===== src/rtl/serial_frame_tx_if.sv =====
// ============================================================================
//  Module      : serial_frame_tx_if
//  Description : Byte handshake, bit strobe and serial-line bundle for
//                serial_frame_tx. The master drives the byte and strobe,
//                and the slave (the transmitter) drives the line and status.
//  Revision    : 1.0 - initial release
// ============================================================================
`default_nettype none

interface serial_frame_tx_if;
  logic [7:0] tx_data;
  logic       tx_valid;
  logic       tx_ready;
  logic       lsb_first;
  logic       bit_en;
  logic       ser_out;
  logic       busy;
  logic       done;

  modport master (
    output tx_data, tx_valid, lsb_first, bit_en,
    input  tx_ready, ser_out, busy, done
  );

  modport slave (
    input  tx_data, tx_valid, lsb_first, bit_en,
    output tx_ready, ser_out, busy, done
  );
endinterface

`default_nettype wire


===== src/rtl/serial_frame_tx.sv =====
// ============================================================================
//  Module      : serial_frame_tx
//  Description : Frames one byte onto a serial line as
//                start(0), 8 data bits (MSB- or LSB-first), optional even
//                parity, and stop(1). The frame advances only on cycles
//                where bit_en is high.
//                Optional feature macro: SERIAL_FRAME_TX_PARITY_EN
//                (when defined, an even-parity bit follows the data bits).
//  Revision    : 1.0 - initial release
// ============================================================================
`default_nettype none

module serial_frame_tx (
  input  wire logic          clk,
  input  wire logic          rst_n,
  serial_frame_tx_if.slave   bus
);

  typedef enum logic [2:0] {
    S_IDLE   = 3'd0,
    S_START  = 3'd1,
    S_DATA   = 3'd2,
`ifdef SERIAL_FRAME_TX_PARITY_EN
    S_PARITY = 3'd3,
`endif
    S_STOP   = 3'd4
  } state_t;

  state_t     r_state;
  logic [7:0] r_shreg;
  logic [2:0] r_cnt;
  logic       r_lsb;
  logic       r_ser;
  logic       r_done;
`ifdef SERIAL_FRAME_TX_PARITY_EN
  logic       r_parity;
`endif

  logic [7:0] w_shifted;
  logic       w_next_bit;

  // Shift the register one place in the latched order and pick the bit that
  // becomes visible once the shift has happened.
  always_comb begin
    w_shifted  = r_lsb ? {1'b0, r_shreg[7:1]} : {r_shreg[6:0], 1'b0};
    w_next_bit = r_lsb ? r_shreg[1] : r_shreg[6];
  end

  assign bus.tx_ready = (r_state == S_IDLE);
  assign bus.busy     = (r_state != S_IDLE);
  assign bus.ser_out  = r_ser;
  assign bus.done     = r_done;

  // Frame sequencer: state, shift register, bit counter and registered line.
  always_ff @(posedge clk or negedge rst_n) begin
    if (!rst_n) begin
      r_state  <= S_IDLE;
      r_shreg  <= 8'd0;
      r_cnt    <= 3'd0;
      r_lsb    <= 1'b0;
      r_ser    <= 1'b1;
      r_done   <= 1'b0;
`ifdef SERIAL_FRAME_TX_PARITY_EN
      r_parity <= 1'b0;
`endif
    end else begin
      r_done <= 1'b0;
      case (r_state)
        S_IDLE: begin
          r_ser <= 1'b1;
          // bit_en is deliberately not looked at here: the start bit is
          // always at least one full clk wide.
          if (bus.tx_valid) begin
            r_shreg  <= bus.tx_data;
            r_lsb    <= bus.lsb_first;
            r_cnt    <= 3'd0;
`ifdef SERIAL_FRAME_TX_PARITY_EN
            r_parity <= ^bus.tx_data;
`endif
            r_ser    <= 1'b0;
            r_state  <= S_START;
          end
        end

        S_START: begin
          if (bus.bit_en) begin
            r_ser   <= r_lsb ? r_shreg[0] : r_shreg[7];
            r_state <= S_DATA;
          end
        end

        S_DATA: begin
          if (bus.bit_en) begin
            r_shreg <= w_shifted;
            r_cnt   <= r_cnt + 3'd1;
            if (r_cnt == 3'd7) begin
`ifdef SERIAL_FRAME_TX_PARITY_EN
              r_ser   <= r_parity;
              r_state <= S_PARITY;
`else
              r_ser   <= 1'b1;
              r_state <= S_STOP;
`endif
            end else begin
              r_ser <= w_next_bit;
            end
          end
        end

`ifdef SERIAL_FRAME_TX_PARITY_EN
        S_PARITY: begin
          if (bus.bit_en) begin
            r_ser   <= 1'b1;
            r_state <= S_STOP;
          end
        end
`endif

        S_STOP: begin
          if (bus.bit_en) begin
            r_ser   <= 1'b1;
            r_done  <= 1'b1;
            r_state <= S_IDLE;
          end
        end

        default: begin
          r_ser   <= 1'b1;
          r_state <= S_IDLE;
        end
      endcase
    end
  end

endmodule

`default_nettype wire


===== src/flat_wrapper.sv =====
// flat-port wrapper written by rule: the top's interface ports become plain ports
module serial_frame_tx_flat 
  (clk, rst_n, bus_tx_data, bus_tx_valid, bus_lsb_first, bus_bit_en, bus_tx_ready, bus_ser_out, bus_busy, bus_done);
  serial_frame_tx_if bus_i ();
  input  wire logic clk;
  input  wire logic rst_n;
  input wire logic [$bits(bus_i.tx_data)-1:0] bus_tx_data;
  input wire logic [$bits(bus_i.tx_valid)-1:0] bus_tx_valid;
  input wire logic [$bits(bus_i.lsb_first)-1:0] bus_lsb_first;
  input wire logic [$bits(bus_i.bit_en)-1:0] bus_bit_en;
  output wire logic [$bits(bus_i.tx_ready)-1:0] bus_tx_ready;
  output wire logic [$bits(bus_i.ser_out)-1:0] bus_ser_out;
  output wire logic [$bits(bus_i.busy)-1:0] bus_busy;
  output wire logic [$bits(bus_i.done)-1:0] bus_done;
  assign bus_i.tx_data = bus_tx_data;
  assign bus_i.tx_valid = bus_tx_valid;
  assign bus_i.lsb_first = bus_lsb_first;
  assign bus_i.bit_en = bus_bit_en;
  assign bus_tx_ready = bus_i.tx_ready;
  assign bus_ser_out = bus_i.ser_out;
  assign bus_busy = bus_i.busy;
  assign bus_done = bus_i.done;
  serial_frame_tx u_core (.clk(clk), .rst_n(rst_n), .bus(bus_i));
endmodule

===== config.mk =====
export PLATFORM = sky130hd
export DESIGN_NAME = serial_frame_tx_flat
export DESIGN_NICKNAME = d
export VERILOG_FILES = /design/src/rtl/serial_frame_tx_if.sv /design/src/rtl/serial_frame_tx.sv /design/src/flat_wrapper.sv
export SDC_FILE = /design/constraint.sdc
export NUM_CORES = 1
export LEC_CHECK = 0
export CORE_ASPECT_RATIO = 1.75
export CORE_UTILIZATION = 35
export DETAILED_ROUTE_END_ITERATION = 8
export HOLD_SLACK_MARGIN = 0.06
export PLACE_DENSITY = 0.54
export SLEW_MARGIN = 10
export SYNTH_ARGS = -nofsm -noshare
export SYNTH_HDL_FRONTEND = slang
export SYNTH_SLANG_ARGS = --single-unit

===== constraint.sdc =====
create_clock -name clk -period 3.4 [get_ports clk]
set_input_delay 0.34 -clock clk [delete_from_list [all_inputs] [get_ports clk]]
set_output_delay 0.34 -clock clk [all_outputs]
set_load 0.05 [all_outputs]

Word level (Yosys, flattened, before mapping)

Cells that the tools add are included.

Bits in registers: 17
Input bits: 13
Logic and storage cells: 46

Add/sub/neg operators: 1
Eq/ne operators: 9
Mux-type cells: 23
Reduce and logical (&&, ||, !) cells: 7

Operator list:

| kind                                                                    | count |
|---|---|
| 8-bit 2-to-1 mux                                                        | 3 |
| 3-bit 2-to-1 mux                                                        | 7 |
| 8-bit one-hot mux with 2 select lines                                   | 1 |
| 3-bit one-hot mux with 4 select lines                                   | 1 |
| 1-bit 2-to-1 mux                                                        | 9 |
| 2-bit inequality test, second input constant                            | 4 |
| 3-bit equality test, second input constant                              | 2 |
| 3-bit one-hot mux with 2 select lines                                   | 1 |
| 3-bit AND reduction                                                     | 2 |
| 5-bit AND reduction                                                     | 1 |
| 1-bit one-hot mux with 4 select lines                                   | 1 |
| 3-bit by 1-bit adder with 3-bit output, second input constant           | 1 |
| 3-bit by 1-bit equality test with 1-bit output, second input constant   | 1 |
| 3-bit by 2-bit equality test with 1-bit output, second input constant   | 1 |
| 3-bit logical NOT                                                       | 1 |
| 3-bit nonzero test                                                      | 1 |
| 2-bit by 1-bit inequality test with 1-bit output, second input constant | 1 |
| 2-bit AND reduction                                                     | 1 |
| 2-bit nonzero test                                                      | 1 |

Depth between registers and ports, before layout

Gate-level depths: netlist of run 1.

Depth in word-level cells: 4
Gate-level depth with buffers: 6
Depth with buffers taken out: 5

Least setup slack after synthesis of run 1

Ideal clock, no wire load.

Kind: reg-to-output
Start point: register u_core.r_state[0]
End point: output port bus_busy
Arrival: 2.281 ns
Data required time: 3.060 ns
Setup slack: 0.779 ns
Cell stages (with the launch flop): 4
Buffers on the path: 1
Cell sequence: dfrtp_1 buf_6 nor3_1 inv_1

Cells in the longest elaborated chain, start to end: 1

Ends and longest elaborated chain:

| element                | RTL line              | RTL |
|---|---|---|
| start, declared        | serial_frame_tx.sv:29 | `state_t r_state;` |
| start signal, assigned | serial_frame_tx.sv:57 | `r_state <= S_IDLE;` |
| start signal, assigned | serial_frame_tx.sv:81 | `r_state <= S_START;` |
| start signal, assigned | serial_frame_tx.sv:88 | `r_state <= S_DATA;` |
| 3-bit nonzero test     | serial_frame_tx.sv:50 | `assign bus.busy = (r_state != S_IDLE);` |
| end, declared          | flat_wrapper.sv:13    | `output wire logic [$bits(bus_i.busy)-1:0] bus_busy;` |

Every way passes these cells.

Worst setup path in the final report of run 1

Start point: register u_core.r_state[1]
End point: output port bus_tx_ready

Cells in the longest elaborated chain, start to end: 1

Ends and longest elaborated chain:

| element           | RTL line              | RTL |
|---|---|---|
| 3-bit logical NOT | serial_frame_tx.sv:49 | `assign bus.tx_ready = (r_state == S_IDLE);` |
| end, declared     | flat_wrapper.sv:11    | `output wire logic [$bits(bus_i.tx_ready)-1:0] bus_tx_ready;` |

Every way passes these cells.

==> run_results.csv, run 1 <==
group,metric,value,unit
status,status,"complete, no violations",
sta,setup_viol,0,
route,route.detailed.drc,0,
logic_synthesis,ys_seq_elements,17,
logic_synthesis,syn_area,962.2,um^2
grt,grt_max_degree,20,
sta,period_minus_slack,2.306,ns
clock_network,cts.reportedPaths.clkPinSlew,0.07,ns
critical_path,critPathLaunchType,"flop",
cells_and_area,n_fill_cell,247,
logic_synthesis,netlist_top_cells_area,"dfrtp_1 (42%), mux2i_1 (8.3%), nand2_1 (7.0%)",
logic_synthesis,ys.flop_type,"dfrtp_1",
route,drt_first_pass_iters,4,
logic_synthesis,yosysUniqueCellTypes,31,
logic_synthesis,synthArstFlopShare,1.000,
sta,fmax,0.4337,GHz
sta,worstMarginPinSlew,0.7866,ns
sta,rsz0062_at_grt,"no",
route,routed-via-count,729,
clock_network,cts_resized,0,
logic_synthesis,synth_common_cells,"nand2_1 (18), dfrtp_1 (16), mux2i_1 (8), o21ai_0 (8), o21ai_1 (8)",
die,core,0.002552,mm^2
sta,timing.hold.ws,0.4840,ns
power,power_density,863.2,mW/mm^2
clock_network,cts.sink_count,17,
clock_network,htreeDepth,1,
die,io_pins,17,
grt,grt_pass1_wl,3.118,mm
die,floorplan.initialDensity,0.3770,
grt,grt_pass1_vias,695,
sta,finalHoldViolations,0,
clock_network,clock_latency,0.24,ns
power,p_leak,0.4903,nW
critical_path,crit_path_max_fanout,13,
die,die-area,0.002971,mm^2
logic_synthesis,synthCells,100,
logic_synthesis,yosysMostFrequentCell,"nand2_1",
logic_synthesis,synth-edff-count,0,
logic_synthesis,yosysTopAreaCell,"dfrtp_1",
clock_network,numCtsBuffers,3,
sta,fin_crit_sh,0.6782,
critical_path,crit_path_cell_trace,"nor3_1, clkdlybuf4s50_1",
clock_network,cts_tree,"yes",
sta,final.setup.tns,0,ns
logic_synthesis,yosysWarnings,0,
route,drt_wl_total,1.771,mm
die,die_h,71.36,um
flow_run,maxCapViolCount,0,
route,post_drt_wl_per_cell,12.83,um
clock_network,ctsLongestPathBuffers,2,
route,top_layer_used,"met4",
place,dpl.hpwl,1.282,mm
place,gp_congestion,0.7932,
critical_path,critPathMaxStageDelay,0.86,ns
logic_synthesis,synth_area_per_cell,9.622,um^2
route,wl_met1,804,um
route,dr_wl_met2,901,um
route,antenna_left,0,
sta,skew,0.001525,ns
cells_and_area,final_layout_size_suffix_gt1_frac,0.08036,
sta,drv_slew,0,
clock_network,ctsRootBufferMaster,"clkbuf_8",
logic_synthesis,yosysTopAreaCellShare,0.4161,
critical_path,cp.arrival,1.97,ns
grt,overflow,0,
cells_and_area,n_antenna_cell,0,
grt,grtUsageTotal,0.1319,
clock_network,ctsHoldBuffers,0,
cells_and_area,nNetsFinal,128,
die,die_w,41.64,um
place,portBuffers,16,
sta,slew-limit-headroom,0.4740,
power,fin_total_pwr,991.4,uW
route,drt_iter0_markers,10,
critical_path,worst_path_max_delay_cell,"clkdlybuf4s50_1",
logic_synthesis,synthesis.nets,115,
cells_and_area,syn2layout_area_growth,19.38,%
grt,antenna_found_initial,0,
die,rows,24,
critical_path,critPathBufInv,1,
critical_path,criticalPathCategory,"reg2out",
min_path,hold_path_class,"reg2reg",
critical_path,cp.required,3.06,ns
critical_path,worstSetupEndpointType,"output pin",
route,routed_via_density,5.283,
power,ir_drop,0.0004284,V
logic_synthesis,ys_seq_area_frac,0.4434,
route,wl_met3,46,um
critical_path,crit_family,"buffers and inverters",
clock_network,cts_setup_buffers,0,
worst register-to-register path, cell delays in order, from the launching register on:
cell	delay, ns
dfrtp_1	0.59
mux2i_1	0.14
or3_1	0.59
a32o_1	0.31
state kept, by name, summed over array words and instances, names as in the netlist:
signal	cells
u_core.r_state	3
u_core.r_shreg	8
u_core.bus.done	1
u_core.r_lsb	1
u_core.r_cnt	3
u_core.bus.ser_out	1
cells in the final DEF, fill, tap and decap left out, types with 2 or more instances in the layout:
cell type / instances
dfrtp_1: 16
clkdlybuf4s50_1: 16
ha_1: 2
a31oi_1: 2
o21ai_1: 8
nor2_1: 4
inv_1: 2
mux2i_1: 8
nand2_1: 18
mux2_2: 2
nor2b_1: 3
o21ai_0: 8
clkbuf_8: 3
a32o_1: 2
nor3_1: 2
metrics by stage:
step,area [um^2],worst slack (ns),cells,utilization
2_1_floorplan,962.2,0.7786,100,-
3_3_place_gp,1104,1.240,134,0.4324
3_5_place_dp,1104,1.197,134,0.4324
4_1_cts,1149,1.067,138,0.4500
5_1_grt,1149,0.9460,138,0.4500
6_report,1149,1.094,138,0.4500
path summary, 6_finish.rpt:
kind	start	endpoint	slack (ns)	cells after the start
max	u_core.r_state[1]	bus_tx_ready	1.09	2
min	u_core.r_cnt[0]	u_core.r_cnt[0]	0.48	1
max reg2reg	u_core.r_state[1]	u_core.r_cnt[2]	1.66	3
min reg2reg	u_core.r_cnt[0]	u_core.r_cnt[0]	0.48	1
max in group asynchronous	rst_n	u_core.r_state[2]	2.36	1
min in group asynchronous	rst_n	u_core.r_shreg[4]	0.55	1
cell families (layout without fill, tap and decap cells):
logic type	after synthesis	in the layout	synth area share
adders and majority gates	2	2	0.02600
xor gates and xnor gates	1	1	0.009104
DFF	17	17	0.4434
buffers and inverters	10	22	0.06111
AOI/OAI and AO/OA	28	28	0.1834
and+or+nand+nor	32	32	0.1704
muxes	10	10	0.1066
per-layer routing:
layer | vias to the layer above | track usage
met5 | - | 0
met2 | 15 | 0.2240
met3 | 2 | 0.01511
li1 | 379 | -
met4 | 0 | 0.05376
met1 | 333 | 0.1680
layout make-up:
class | instances | area (um^2) | area share
Multi-Input combinational cell | 73 | 476.7 | 0.4150
Sequential cell | 17 | 426.7 | 0.3715
Timing Repair Buffer | 16 | 160.2 | 0.1394
Clock buffer | 4 | 45.04 | 0.03922
Tap cell | 26 | 32.53 | 0.02832
Inverter | 2 | 7.507 | 0.006536
power by group:
| group | switching [mW] | total [mW] | internal [mW] |
|---|---|---|---|
| sequential | 0.110 | 0.399 | 0.289 |
| clock | 0.0669 | 0.150 | 0.0830 |
| combinational | 0.240 | 0.443 | 0.203 |
| total | 0.417 | 0.991 | 0.575 |
Note: power is estimated with default switching activity, not from simulation.
==> inputs of run 2 (changes only) <==
==> constraint.sdc (replaced) <==
create_clock -name clk -period 2.21 [get_ports clk]
set_input_delay 0.221 -clock clk [delete_from_list [all_inputs] [get_ports clk]]
set_output_delay 0.221 -clock clk [all_outputs]
set_load 0.05 [all_outputs]
==> run 2 against run 1 <==
  * Global-route usage is 0.19 points higher
  * Via count is 1.5% higher
  * Design area is 2.6% higher
  * Sequential cell count stayed put
  * Worst hold slack worse by 0.18 ns
  * Critical path depth is 1 higher
  * Register-to-register slack worse by 1.2 ns
  * Die area stayed put
==> run_results.csv, run 2 (synthesis results as in run 1) <==
group,metric,value,unit
critical_path,r2r-start,"u_core.r_state[1]",
sta,period_minus_slack,2.009,ns
grt,grt.busiest_layer,"met2",
sta,slew-limit-headroom,0.5887,
grt,grt_max_degree,20,
power,comb_power_share,0.451,
clock_network,numCtsBuffers,3,
sta,timing.hold.ws,0.3014,ns
sta,worstMarginPinSlew,0.6170,ns
die,floorplan.initialDensity,0.3770,
cells_and_area,largest_reg_flops,8,
critical_path,reg2reg_to,"u_core.r_cnt[1]",
route,antenna_left,0,
grt,overflow,0,
critical_path,r2r_cells,3,
cells_and_area,syn2layout_area_growth,22.50,%
cells_and_area,final_common_cell,"nand2_1",
grt,grtUsageTotal,0.1337,
grt,grt_use_met1,0.1527,
sta,finalHoldViolations,0,
clock_network,cts_resized,0,
clock_network,ctsLongestPathBuffers,2,
cells_and_area,final_layout_size_suffix_gt1_frac,0.1130,
die,rows,24,
grt,antenna_found_initial,0,
route,drt_first_pass_iters,4,
place,dpl.hpwl,1.309,mm
critical_path,rrSetupSlack,0.49,ns
route,drt_iter0_markers,18,
die,die_w,41.64,um
cells_and_area,n_fill_cell,248,
grt,grt_pass1_wl,3.077,mm
power,p_switching,643.8,uW
critical_path,crit_end,"bus_busy",
sta,setup_viol,0,
min_path,hold_path_class,"in2async",
clock_network,cts.reportedPaths.clkPinSlew,0.07,ns
grt,grtUsageMet3,0.01763,
route,drt_wl_total,1.791,mm
flow_run,maxCapViolCount,0,
cells_and_area,max_flop_register,"u_core.r_shreg",
critical_path,worstSetupEndpointType,"output pin",
critical_path,cp.required,1.99,ns
die,die_h,71.36,um
sta,fin_crit_sh,0.9092,
power,power.share.clock,0.149,
clock_network,ctsRootBufferMaster,"clkbuf_8",
cells_and_area,finish.utilization,0.4618,
power,p_int,896.9,uW
critical_path,critPathLaunchType,"flop",
cells_and_area,reg_top3,"u_core.r_shreg x8, u_core.r_cnt x3, u_core.r_state x3",
clock_network,ctsHoldBuffers,0,
cells_and_area,n_antenna_cell,0,
route,post_drt_wl_per_cell,12.70,um
cells_and_area,nNetsFinal,131,
power,p_leak,0.5164,nW
critical_path,criticalPathCategory,"reg2out",
grt,grt_use_met2,0.2274,
die,die-area,0.002971,mm^2
sta,skew,0.004580,ns
clock_network,cts_setup_buffers,0,
sta,fmax,0.4977,GHz
power,p_sw_frac,0.4178,
route,route.detailed.drc,0,
sta,drv_slew,0,
power,ir_drop,0.0005721,V
clock_network,clock_latency,0.25,ns
power,power_density,1307,mW/mm^2
sta,rsz0062_at_grt,"no",
clock_network,cts_tree,"yes",
sta,final.setup.tns,0,ns
clock_network,htreeDepth,1,
place,gp_congestion,0.7343,
critical_path,cp.arrival,1.79,ns
place,portBuffers,16,
die,io_pins,17,
status,status,"complete, no violations",
critical_path,crit_path_max_fanout,13,
clock_network,cts.sink_count,17,
grt,grt_pass1_vias,698,
route,routed-via-count,740,
critical_path,startpoint,"u_core.r_state[2]",
die,core,0.002552,mm^2
route,routed_via_density,5.248,
power,sequentialPowerShare,0.400,
cells_and_area,final_cell_mix,"nand2_1 (18), dfrtp_1 (16), clkdlybuf4s50_1 (15)",
run 2: cell types whose count changed in the layout (fill, tap and decap cells not counted), sizes merged:
| cell | before | now |
|---|---|---|
| dlymetal6s2s | 0 | 1 |
| buf | 0 | 3 |
| clkdlybuf4s50 | 16 | 15 |
run 2: routing by layer:
metal,vias up,part of all wire
met5,-,0
met1,334,0.43
li1,383,-
met3,4,0.038
met4,0,0.026
met2,19,0.50
run 2: worst min path at each step:
stage,from,to
floorplan,rst_n,u_core.bus.done
global placement,u_core.r_cnt[0],u_core.r_cnt[0]
detailed placement,u_core.r_cnt[0],u_core.r_cnt[0]
CTS,rst_n,u_core.r_cnt[2]
global route,rst_n,u_core.bus.done
finish,rst_n,u_core.bus.done
run 2: final cells by class:
cell class                 count  area (um^2)  share of cell area
multi-input combinational     73        481.7              0.4087
sequential                    17        426.7              0.3620
timing repair buffer          19        185.2              0.1571
clock buffer                   4        45.04             0.03822
tap                           26        32.53             0.02760
inverter                       2        7.507            0.006369
run 2: critical path: stages (launching register included):
cell and delay [ns]:
dfrtp_1 0.60, nor3_2 0.10, inv_1 0.06, clkdlybuf4s50_1 0.79
run 2: stage by stage:
stage                     instances  worst slack (ns)  area, um^2  power, mW
final                           141            0.2008        1179      1.541
after global routing            141           0.07068        1179      1.667
after CTS                       141           0.08427        1176      1.564
after detailed placement        137            0.3477        1131      1.331
after global placement          137            0.3514        1131      1.324
after floorplan                 100            0.3042       967.2      1.181
run 2: power by group through the flow:
stage	registers, mW	logic (mW)	clock network, mW
after global routing	0.642	0.775	0.250
after floorplan	0.556	0.626	0
final	0.616	0.696	0.229
after global placement	0.626	0.698	0
after CTS	0.617	0.709	0.238
after detailed placement	0.625	0.706	0
